===== src/rtl/matrix_accel_driver_if.sv =====
// rtl/matrix_accel_driver_if.sv - operand and result stream bundle between host and matrix_accel_driver
interface matrix_accel_driver_if #(
    parameter int INPUT_PORTS  = 3,
    parameter int OUTPUT_PORTS = 3,
    parameter int BIT_LENGTH   = 16
);
    localparam int LANE_W = $clog2(INPUT_PORTS + 1);

    logic                               s_valid;
    logic                               s_ready;
    logic [BIT_LENGTH-1:0]              s_a;
    logic [BIT_LENGTH-1:0]              s_b;
    logic                               s_last;
    logic                               r_valid;
    logic                               r_ready;
    logic [OUTPUT_PORTS*2*BIT_LENGTH-1:0] r_data;
    logic [LANE_W-1:0]                  r_lanes;

    modport master (
        output s_valid, s_a, s_b, s_last, r_ready,
        input  s_ready, r_valid, r_data, r_lanes
    );

    modport slave (
        input  s_valid, s_a, s_b, s_last, r_ready,
        output s_ready, r_valid, r_data, r_lanes
    );
endinterface


===== src/rtl/matrix_accel_driver.sv =====
// rtl/matrix_accel_driver.sv - host-side sequencer that loads, starts, sums and reads back the matrix accelerator
module matrix_accel_driver #(
    parameter int INPUT_PORTS  = 3,
    parameter int OUTPUT_PORTS = 3,
    parameter int BIT_LENGTH   = 16,
    parameter int ADDR_LEN     = 4,
    parameter int REST_ADDR    = 0,
    parameter int TIMEOUT      = 255
) (
    input  logic                                 Clk,
    input  logic                                 Rst,
    matrix_accel_driver_if.slave                 bus,
    output logic [INPUT_PORTS*BIT_LENGTH-1:0]    multiplier_input,
    output logic [INPUT_PORTS*BIT_LENGTH-1:0]    multiplicand_input,
    output logic                                 mStart,
    input  logic [INPUT_PORTS-1:0]               mReady,
    output logic                                 direct,
    output logic [OUTPUT_PORTS-1:0]              Add,
    output logic [ADDR_LEN-1:0]                  AddressSelect,
    input  logic [OUTPUT_PORTS*2*BIT_LENGTH-1:0] flatsumout,
    output logic                                 busy,
    output logic                                 err_timeout
);
    localparam int LANE_W = $clog2(INPUT_PORTS + 1);
    localparam int CNT_W  = $clog2(TIMEOUT + 1);
    localparam int RES_W  = OUTPUT_PORTS * 2 * BIT_LENGTH;

    typedef enum logic [2:0] {LOAD, START, WAIT, ADD, CAPT, OUT} state_t;

    state_t                                   state_q, state_d;
    logic [LANE_W-1:0]                        idx_q, idx_d;
    logic [LANE_W-1:0]                        lanes_q, lanes_d;
    logic [CNT_W-1:0]                         cnt_q, cnt_d;
    logic                                     err_q, err_d;
    logic [RES_W-1:0]                         rdata_q, rdata_d;
    logic [INPUT_PORTS-1:0][BIT_LENGTH-1:0]   mult_q, mult_d;
    logic [INPUT_PORTS-1:0][BIT_LENGTH-1:0]   mcand_q, mcand_d;

    always_ff @(posedge Clk) begin
        if (!Rst) begin
            state_q <= LOAD;
            idx_q   <= '0;
            lanes_q <= '0;
            cnt_q   <= '0;
            err_q   <= 1'b0;
            rdata_q <= '0;
            mult_q  <= '0;
            mcand_q <= '0;
        end else begin
            state_q <= state_d;
            idx_q   <= idx_d;
            lanes_q <= lanes_d;
            cnt_q   <= cnt_d;
            err_q   <= err_d;
            rdata_q <= rdata_d;
            mult_q  <= mult_d;
            mcand_q <= mcand_d;
        end
    end

    always_comb begin
        state_d = state_q;
        idx_d   = idx_q;
        lanes_d = lanes_q;
        cnt_d   = cnt_q;
        err_d   = err_q;
        rdata_d = rdata_q;
        mult_d  = mult_q;
        mcand_d = mcand_q;
        unique case (state_q)
            LOAD: begin
                if (bus.s_valid) begin
                    for (int i = 0; i < INPUT_PORTS; i++) begin
                        if (idx_q == LANE_W'(i)) begin
                            mult_d[i]  = bus.s_a;
                            mcand_d[i] = bus.s_b;
                        end
                    end
                    idx_d = idx_q + LANE_W'(1);
                    if (idx_q == LANE_W'(INPUT_PORTS - 1) || bus.s_last) begin
                        lanes_d = idx_q + LANE_W'(1);
                        state_d = START;
                    end
                end
            end
            START: begin
                cnt_d   = '0;
                state_d = WAIT;
            end
            WAIT: begin
                if (&mReady) begin
                    state_d = ADD;
                end else begin
                    cnt_d = cnt_q + CNT_W'(1);
                    // Abort drops the batch entirely; the host sees only the sticky flag.
                    if (cnt_d == CNT_W'(TIMEOUT)) begin
                        err_d   = 1'b1;
                        mult_d  = '0;
                        mcand_d = '0;
                        idx_d   = '0;
                        state_d = LOAD;
                    end
                end
            end
            ADD: begin
                state_d = CAPT;
            end
            CAPT: begin
                // The accelerator registers its sum one cycle after Add.
                rdata_d = flatsumout;
                state_d = OUT;
            end
            OUT: begin
                if (bus.r_ready) begin
                    mult_d  = '0;
                    mcand_d = '0;
                    idx_d   = '0;
                    state_d = LOAD;
                end
            end
            default: begin
                state_d = LOAD;
            end
        endcase
    end

    assign bus.s_ready        = Rst && (state_q == LOAD);
    assign bus.r_valid        = (state_q == OUT);
    assign bus.r_data         = rdata_q;
    assign bus.r_lanes        = lanes_q;
    assign multiplier_input   = mult_q;
    assign multiplicand_input = mcand_q;
    assign mStart             = (state_q == START);
    assign Add                = {OUTPUT_PORTS{state_q == ADD}};
    assign direct             = 1'b1;
    assign AddressSelect      = ADDR_LEN'(REST_ADDR);
    assign busy               = (state_q != LOAD);
    assign err_timeout        = err_q;
endmodule


===== src/flat_wrapper.sv =====
// flat-port wrapper written by rule: the top's interface ports become plain ports
module matrix_accel_driver_flat 
#(
    parameter int INPUT_PORTS  = 3,
    parameter int OUTPUT_PORTS = 3,
    parameter int BIT_LENGTH   = 16,
    parameter int ADDR_LEN     = 4,
    parameter int REST_ADDR    = 0,
    parameter int TIMEOUT      = 255
)
  (Clk, Rst, multiplier_input, multiplicand_input, mStart, mReady, direct, Add, AddressSelect, flatsumout, busy, err_timeout, bus_s_valid, bus_s_a, bus_s_b, bus_s_last, bus_r_ready, bus_s_ready, bus_r_valid, bus_r_data, bus_r_lanes);
  matrix_accel_driver_if #(.INPUT_PORTS(INPUT_PORTS), .OUTPUT_PORTS(OUTPUT_PORTS), .BIT_LENGTH(BIT_LENGTH)) bus_i ();
  input  logic Clk;
  input  logic Rst;
  output logic [INPUT_PORTS*BIT_LENGTH-1:0] multiplier_input;
  output logic [INPUT_PORTS*BIT_LENGTH-1:0] multiplicand_input;
  output logic mStart;
  input  logic [INPUT_PORTS-1:0] mReady;
  output logic direct;
  output logic [OUTPUT_PORTS-1:0] Add;
  output logic [ADDR_LEN-1:0] AddressSelect;
  input  logic [OUTPUT_PORTS*2*BIT_LENGTH-1:0] flatsumout;
  output logic busy;
  output logic err_timeout;
  input wire logic [$bits(bus_i.s_valid)-1:0] bus_s_valid;
  input wire logic [$bits(bus_i.s_a)-1:0] bus_s_a;
  input wire logic [$bits(bus_i.s_b)-1:0] bus_s_b;
  input wire logic [$bits(bus_i.s_last)-1:0] bus_s_last;
  input wire logic [$bits(bus_i.r_ready)-1:0] bus_r_ready;
  output wire logic [$bits(bus_i.s_ready)-1:0] bus_s_ready;
  output wire logic [$bits(bus_i.r_valid)-1:0] bus_r_valid;
  output wire logic [$bits(bus_i.r_data)-1:0] bus_r_data;
  output wire logic [$bits(bus_i.r_lanes)-1:0] bus_r_lanes;
  assign bus_i.s_valid = bus_s_valid;
  assign bus_i.s_a = bus_s_a;
  assign bus_i.s_b = bus_s_b;
  assign bus_i.s_last = bus_s_last;
  assign bus_i.r_ready = bus_r_ready;
  assign bus_s_ready = bus_i.s_ready;
  assign bus_r_valid = bus_i.r_valid;
  assign bus_r_data = bus_i.r_data;
  assign bus_r_lanes = bus_i.r_lanes;
  matrix_accel_driver #(.INPUT_PORTS(INPUT_PORTS), .OUTPUT_PORTS(OUTPUT_PORTS), .BIT_LENGTH(BIT_LENGTH), .ADDR_LEN(ADDR_LEN), .REST_ADDR(REST_ADDR), .TIMEOUT(TIMEOUT)) u_core (.Clk(Clk), .Rst(Rst), .bus(bus_i), .multiplier_input(multiplier_input), .multiplicand_input(multiplicand_input), .mStart(mStart), .mReady(mReady), .direct(direct), .Add(Add), .AddressSelect(AddressSelect), .flatsumout(flatsumout), .busy(busy), .err_timeout(err_timeout));
endmodule

===== config.mk =====
export PLATFORM = sky130hd
export DESIGN_NAME = matrix_accel_driver_flat
export DESIGN_NICKNAME = d
export VERILOG_FILES = /design/src/rtl/matrix_accel_driver_if.sv /design/src/rtl/matrix_accel_driver.sv /design/src/flat_wrapper.sv
export SDC_FILE = /design/constraint.sdc
export NUM_CORES = 1
export LEC_CHECK = 0
export ABC_CLOCK_PERIOD_IN_PS = 2730
export CAP_MARGIN = 5
export CORE_MARGIN = 3
export CORE_UTILIZATION = 45
export CTS_BUF_LIST = sky130_fd_sc_hd__clkbuf_4
export DETAILED_ROUTE_END_ITERATION = 10
export GPL_TIMING_DRIVEN = 0
export PLACE_DENSITY_LB_ADDON = 0.3
export SYNTH_ARGS = -nofsm -noshare
export SYNTH_HDL_FRONTEND = slang
export SYNTH_SLANG_ARGS = --single-unit

===== constraint.sdc =====
create_clock -name Clk -period 2.73 [get_ports Clk]
set_input_delay 0.819 -clock Clk [delete_from_list [all_inputs] [get_ports Clk]]
set_output_delay 0.819 -clock Clk [all_outputs]
set_load 0.01 [all_outputs]

# ---- Word level (Yosys, flattened, before mapping)
# Cells that the tools add are included.
dict set report totals {
  reg_bits 208
  latchBits 0
  mem_bits_rw 0
  mem_bits_ro 0
  inputBits 136
  out_inout_bits 207
  elab_cells 74
  n_memories 0
}
dict set report op_classes {
  addsub 2
  mul 0
  div_mod_pow 0
  n_lt_le_gt_ge 0
  n_eq_ne 17
  shift 0
  mux 26
  n_bitwise 1
  n_reduce_logical 16
}
# op n
set op_table {}
lappend op_table {{case mux 48 bit (3 select lines)} 2}
lappend op_table {{two-way mux 48 bit} 5}
lappend op_table {{two-way mux 16 bit} 6}
lappend op_table {{case mux 3 bit (6 select lines)} 1}
lappend op_table {{AND reduction 6 bit} 3}
lappend op_table {{case mux 8 bit (2 select lines)} 1}
lappend op_table {{two-way mux 3 bit} 5}
lappend op_table {{inequality test 2 x 1 -> 1 bit (second input constant)} 5}
lappend op_table {{AND reduction 3 bit} 3}
lappend op_table {{adder 8 x 1 -> 8 bit (second input constant)} 1}
lappend op_table {{== test 8 bit (second input constant)} 1}
lappend op_table {{two-way mux 2 bit} 4}
lappend op_table {{two-way mux 8 bit} 1}
lappend op_table {{== test 3 x 2 -> 1 bit (second input constant)} 2}
lappend op_table {{== test 3 bit (second input constant)} 2}
lappend op_table {{inequality test 2 bit (second input constant)} 3}
lappend op_table {{case mux 2 bit (3 select lines)} 1}
lappend op_table {{nonzero test 3 bit} 2}
lappend op_table {{AND reduction 5 bit} 1}
lappend op_table {{AND reduction 4 bit} 1}
lappend op_table {{== test 3 x 1 -> 1 bit (second input constant)} 1}
lappend op_table {{logical NOT 3 bit} 1}
lappend op_table {{inequality test 3 x 1 -> 1 bit (second input constant)} 1}
lappend op_table {{adder 2 x 1 -> 2 bit (second input constant)} 1}
lappend op_table {{other kinds (8)} 8}

# ---- Depth between registers and ports, before layout
dict set report depth {
  word_depth 5
  depth_mapped 8
  mapped_depth_nobuf 6
}

# ---- Worst setup path before layout
# OpenSTA, ideal clock, no wires.
dict set report synth_timing {
  kind {input to output}
  from {in Rst}
  to {out bus_s_ready}
  arrival_time_ns 1.721
  required_ns 1.911
  setup_slack_ns 0.190
  path_stages 5
  n_path_buf 3
  cell_sequence {clkbuf_1 -> inv_1 -> clkbuf_1 -> clkbuf_1 -> nor2_1}
}
dict set report synth_via {
  elab_chain_cells 1
}
# item line
set synth_lines {}
lappend synth_lines {{from (decl)} flat_wrapper.sv:14} ;# input logic Rst;
lappend synth_lines {{logical AND 1 bit} matrix_accel_driver.sv:127} ;# assign bus.s_ready = Rst && (state_q == LOAD);
lappend synth_lines {{to (decl)} flat_wrapper.sv:30} ;# output wire logic [$bits(bus_i.s_ready)-1:0] bus_s_ready;
# No other way between the ends.

# ---- Final worst setup path
dict set report layout_timing {
  from {reg u_core.state_q[1]}
  to {out Add[1]}
}
dict set report layout_via {
  elab_chain_cells 1
}
# item line
set layout_lines {}
lappend layout_lines {{from (decl)} matrix_accel_driver.sv:30} ;# state_t state_q, state_d;
lappend layout_lines {{from (signal assigned)} matrix_accel_driver.sv:50} ;# state_q <= state_d;
lappend layout_lines {{== test 3 x 2 -> 1 bit} matrix_accel_driver.sv:134} ;# assign Add = {OUTPUT_PORTS{state_q == ADD}};
lappend layout_lines {{to (decl)} flat_wrapper.sv:20} ;# output logic [OUTPUT_PORTS-1:0] Add;
# No other way between the ends.

==> impl_results.md <==
* Cell Rows at 50
* Number of routed nets with antenna violations at 0
* Synthesis-to-finish area growth at 50.94%
* CP Data Arrival Time at 1850 ps
* Combinational group share of total power at 40.3%
* Final worst path period share at 97.86%
* H-tree depth reported by CTS at 2
* Via count of the first global-routing pass at 9410
* WP buf/inv at 4
* Hold path cells at 2
* Share of total power consumed by net switching at 38.77%
* Final setup violation count at 0
* Maximum fanout encountered on the critical timing path at 10
* Worst-case clock skew at 37.39 ps
* Destination of the worst register-to-register timing path: u_core.multiplicand_input[17]$_SDFFE_PN0P_
* Worst Min Path Start: u_core.bus.r_data[91]$_SDFFE_PN0P_
* Worst path slowest cell: sky130_fd_sc_hd__dfxtp_1
* Post-detailed-placement half-perimeter wirelength at 23870 um
* Overall power of the completed layout at 10.63 mW
* Most common cell type on the critical path: sky130_fd_sc_hd__buf_6
* Gp weighted congestion at 0.9540
* DRT Wirelength at 32970 um
* Clock network latency to the later pin of the worst-skew pair at 670 ps
* Worst min-delay path endpoint: u_core.bus.r_data[91]$_SDFFE_PN0P_
* Cell count after synthesis at 1143
* Data required, critical path at 1910 ps
* Total non-filler cell area in the finished layout at 13040 um2
* Routed length per placed instance at 18.16 um
* Unrepaired setup endpoints after global routing: false
* Fraction of synthesized area in multiplexers at 0.1159%
* Syn_area_per_cell at 7.558 um2
* Total placed instance area at 12310 um2
* Cell-by-cell listing of the critical path: buf_6 > nand2b_4 > nor2_4 > buf_6 > buf_4 > dlygate4sd2_1
* Number of search-and-repair iterations in the first detailed-routing pass at 7
* Leakage Power at 4.546 nW
* Clock sink total at 208
* Crit path kind: reg -> out
* Share of synthesized area occupied by flip-flops and latches at 48.20%
* Max clock buf depth at 3
* Port Buffers at 336
* Combinational family with the most area after synthesis: compound AO/OA/AOI/OAI gates
* Filler-free cell count of the finished design at 1815
* Type of destination of the critical path: output pin
* Area inside the core boundary at 18770 um2
* Synthesized-area fraction occupied by xor and xnor cells at 0.2028%
* P_sw at 4.123 mW
* Via total after detailed routing at 10160
* Count of nets after finishing at 1680
* Number of antenna violations at the first check in global routing at 1
* Number of buffers created by CTS at 54
* Critical Path Start Type: register
* FFs w/ async S/R, synth at 0%
* Global route overflow at 0
* Initial core utilization at 46.03%
* Fraction of power consumed by the clock network at 24.4%
* Overall die width at 144.6 um
* Reg-to-reg setup timing slack at 430 ps
* CTS clock-pin slew for the worst setup and hold paths at 70 ps
* R2R depth at 6
* Hold-fix buffers, CTS at 0
* Post-synth EDFFs at 0
* CTS Root Buffer Type: sky130_fd_sc_hd__clkbuf_4
* Max capacitance violation total at 0
* Power per cell area at 815.6 nW/um2
* Placed Cells at 1716
* Yosys Warn Count at 0
* Boundary Pins at 343
* Outcome: finished, final reports clean
* Slew Limit Fails at 0
* Post-synthesis compound-gate area fraction at 22.45%
* Post-synth cell types at 38
* Cell internal power dissipation at 6.511 mW
* Measured slew at the worst slew-check pin at 687.0 ps
* Global-route wire length before repair at 49550 um
* Worst max-slew margin expressed relative to the limit at 54.20%
* Die Area at 20890 um2
* #FFs+latches synth at 208
* Initial drt markers at 1040
* Cell type group with the largest total delay on the critical path: buffers and inverters
* Slowest stage delay, CP at 350 ps
* Hold violation count in the final report at 0
* Pin count of the biggest net entering global routing at 21
* Synthesized-area fraction occupied by and/or/nand/nor cells at 22.16%
* Maximum achievable frequency at 374.3 MHz
* Floorplan die height at 144.6 um
* Share of layout cells above drive strength 1 at 8.544%
* Clock period minus final worst setup slack at 2672 ps
* Total Routing Usage GR at 29.53%
* Portion of synthesized cell area occupied by the leading cell type at 48.20%
* Number of vias per cell after detailed routing at 5.599
* Hold crit path type: reg -> reg
* Maximum vdd drop at 0.0003960 V
* Synthesized-area fraction occupied by adder cells at 0.7242%
* Area of the mapped netlist at 8638 um2
* TritonCTS clock tree: built
* Leading cell types by total area after synthesis: sky130_fd_sc_hd__dfxtp_1, sky130_fd_sc_hd__nand2_1, sky130_fd_sc_hd__o21ai_0
* Leading area contributor after synthesis: sky130_fd_sc_hd__dfxtp_1
* Seq pwr share at 35.3%
* R2R Path Start: u_core.cnt_q[1]$_SDFFE_PN0P_
* Number of inserted filler cells in the final layout at 1580
* Remaining routing DRC violations at 0
* Main synth FF type: sky130_fd_sc_hd__dfxtp_1
[worst register-to-register path: stages, from the launching register on]
cell                      delay, ps
sky130_fd_sc_hd__dfxtp_1        410
sky130_fd_sc_hd__nand3_1        180
sky130_fd_sc_hd__or3_1          390
sky130_fd_sc_hd__a211o_1        350
sky130_fd_sc_hd__o21ai_2        330
sky130_fd_sc_hd__buf_2          340
sky130_fd_sc_hd__a31oi_1        130
[area by class of cell]
class / count / area (um2) / area share [%]
antenna: 1 / 2.502 / 0.01919
buffer: 108 / 511.7 / 3.925
clock buffer: 78 / 585.6 / 4.491
clock inverter: 19 / 73.82 / 0.5662
inverter: 6 / 26.28 / 0.2015
multi-input combinational: 820 / 3988 / 30.58
sequential: 208 / 4168 / 31.96
tap: 234 / 292.8 / 2.245
timing repair buffer: 340 / 3386 / 25.97
timing repair inverter: 1 / 5.005 / 0.03838
[cell usage after synthesis, types with 2 or more instances]
library cell,number
sky130_fd_sc_hd__o21ai_1,9
sky130_fd_sc_hd__nand2b_1,5
sky130_fd_sc_hd__and2_0,3
sky130_fd_sc_hd__ha_1,5
sky130_fd_sc_hd__nand2_1,203
sky130_fd_sc_hd__a2111oi_0,2
sky130_fd_sc_hd__o21ai_0,130
sky130_fd_sc_hd__conb_1,2
sky130_fd_sc_hd__nor2_1,118
sky130_fd_sc_hd__inv_1,6
sky130_fd_sc_hd__xnor2_1,2
sky130_fd_sc_hd__clkbuf_1,81
sky130_fd_sc_hd__nand3b_1,2
sky130_fd_sc_hd__buf_6,4
sky130_fd_sc_hd__and2_1,2
sky130_fd_sc_hd__buf_4,7
sky130_fd_sc_hd__or3_1,5
sky130_fd_sc_hd__a31oi_1,99
sky130_fd_sc_hd__dfxtp_1,208
sky130_fd_sc_hd__nor2b_1,2
sky130_fd_sc_hd__buf_2,19
sky130_fd_sc_hd__nor3b_1,2
sky130_fd_sc_hd__nand3_1,101
sky130_fd_sc_hd__a21oi_1,111
sky130_fd_sc_hd__nor3_1,2
[state kept, by name, summed over array words and instances (netlist names)]
name	cells
u_core.cnt_q	8
u_core.bus.r_data	96
u_core.idx_q	2
u_core.state_q	3
u_core.bus.r_lanes	2
u_core.multiplicand_input	48
u_core.err_timeout	1
u_core.multiplier_input	48
[logic make-up (layout without fill, tap and decap cells)]
family,Yosys count,count (layout)
compound gates,357,357
other cells,2,6
flops,208,208
mux,1,1
simple gates,450,450
xor+xnor,2,2
buf+inv,118,552
fa+ha+maj,5,5
[repair_timing]
| action | 4_1_cts | 5_1_grt |
|---|---|---|
| setup buffers | 1 | 3 |
| pin swaps | 1 | 1 |
| cloned | 0 | 1 |
| setup endpoints to repair | 7 | 67 |
| resized for setup | 22 | 22 |
[power groups by stage]
stage                     clock (mW)  sequential, mW  combinational, mW
after floorplan                    0            3.94               2.04
after global routing            2.79            3.79               4.61
after detailed placement           0            3.78               4.16
after global placement             0            3.77               4.08
final                           2.60            3.75               4.28
after CTS                       2.64            3.74               4.18
[per-stage QoR]
step                utilization, %  TNS [ps]  setup WS [ps]  hold slack (ps)
floorplan                        -         0          190.4            456.7
global placement             65.57    -50120         -933.2            440.0
detailed placement           65.57    -51460         -954.9            445.4
CTS                          69.25    -80.83         -80.83            453.6
global route                 69.47         0          6.356            470.6
finish                       69.47         0          58.49            450.9
[placed cells by master, fill, tap and decap left out, drive strengths merged, types with 34 or more instances in the layout]
| cell type | synthesis | routed |
|---|---|---|
| clkdlybuf4s50 | 0 | 329 |
| dfxtp | 208 | 208 |
| nand2 | 203 | 203 |
| clkbuf | 81 | 157 |
| o21ai | 140 | 140 |
| nor2 | 118 | 118 |
| a21oi | 111 | 111 |
| nand3 | 101 | 101 |
| a31oi | 99 | 99 |
| buf | 31 | 34 |
[worst max path at each step]
| stage | startpoint | endpoint | slack (ps) | cells past startpoint |
|---|---|---|---|---|
| 3_3_place_gp | Rst | bus_s_ready | -930 | 6 |
| 3_5_place_dp | Rst | bus_s_ready | -950 | 6 |
| 4_1_cts | Rst | bus_s_ready | -80 | 4 |
| 5_1_grt | u_core.state_q[1]$_SDFFE_PN0P_ | Add[1] | 6 | 6 |
| 6_report | u_core.state_q[1]$_SDFFE_PN0P_ | Add[1] | 60 | 6 |
| 2_1_floorplan | Rst | bus_s_ready | 190 | 5 |
[layer usage]
layer  up-vias  routed length, um  GRT usage (%)
li1       4769                  -              -
met3       106               3300          7.540
met5         -                  0              0
met1      4663              12940          37.97
met2       625              15490          46.87
met4         0               1237          13.21
Power figures use the tool's default switching activity.
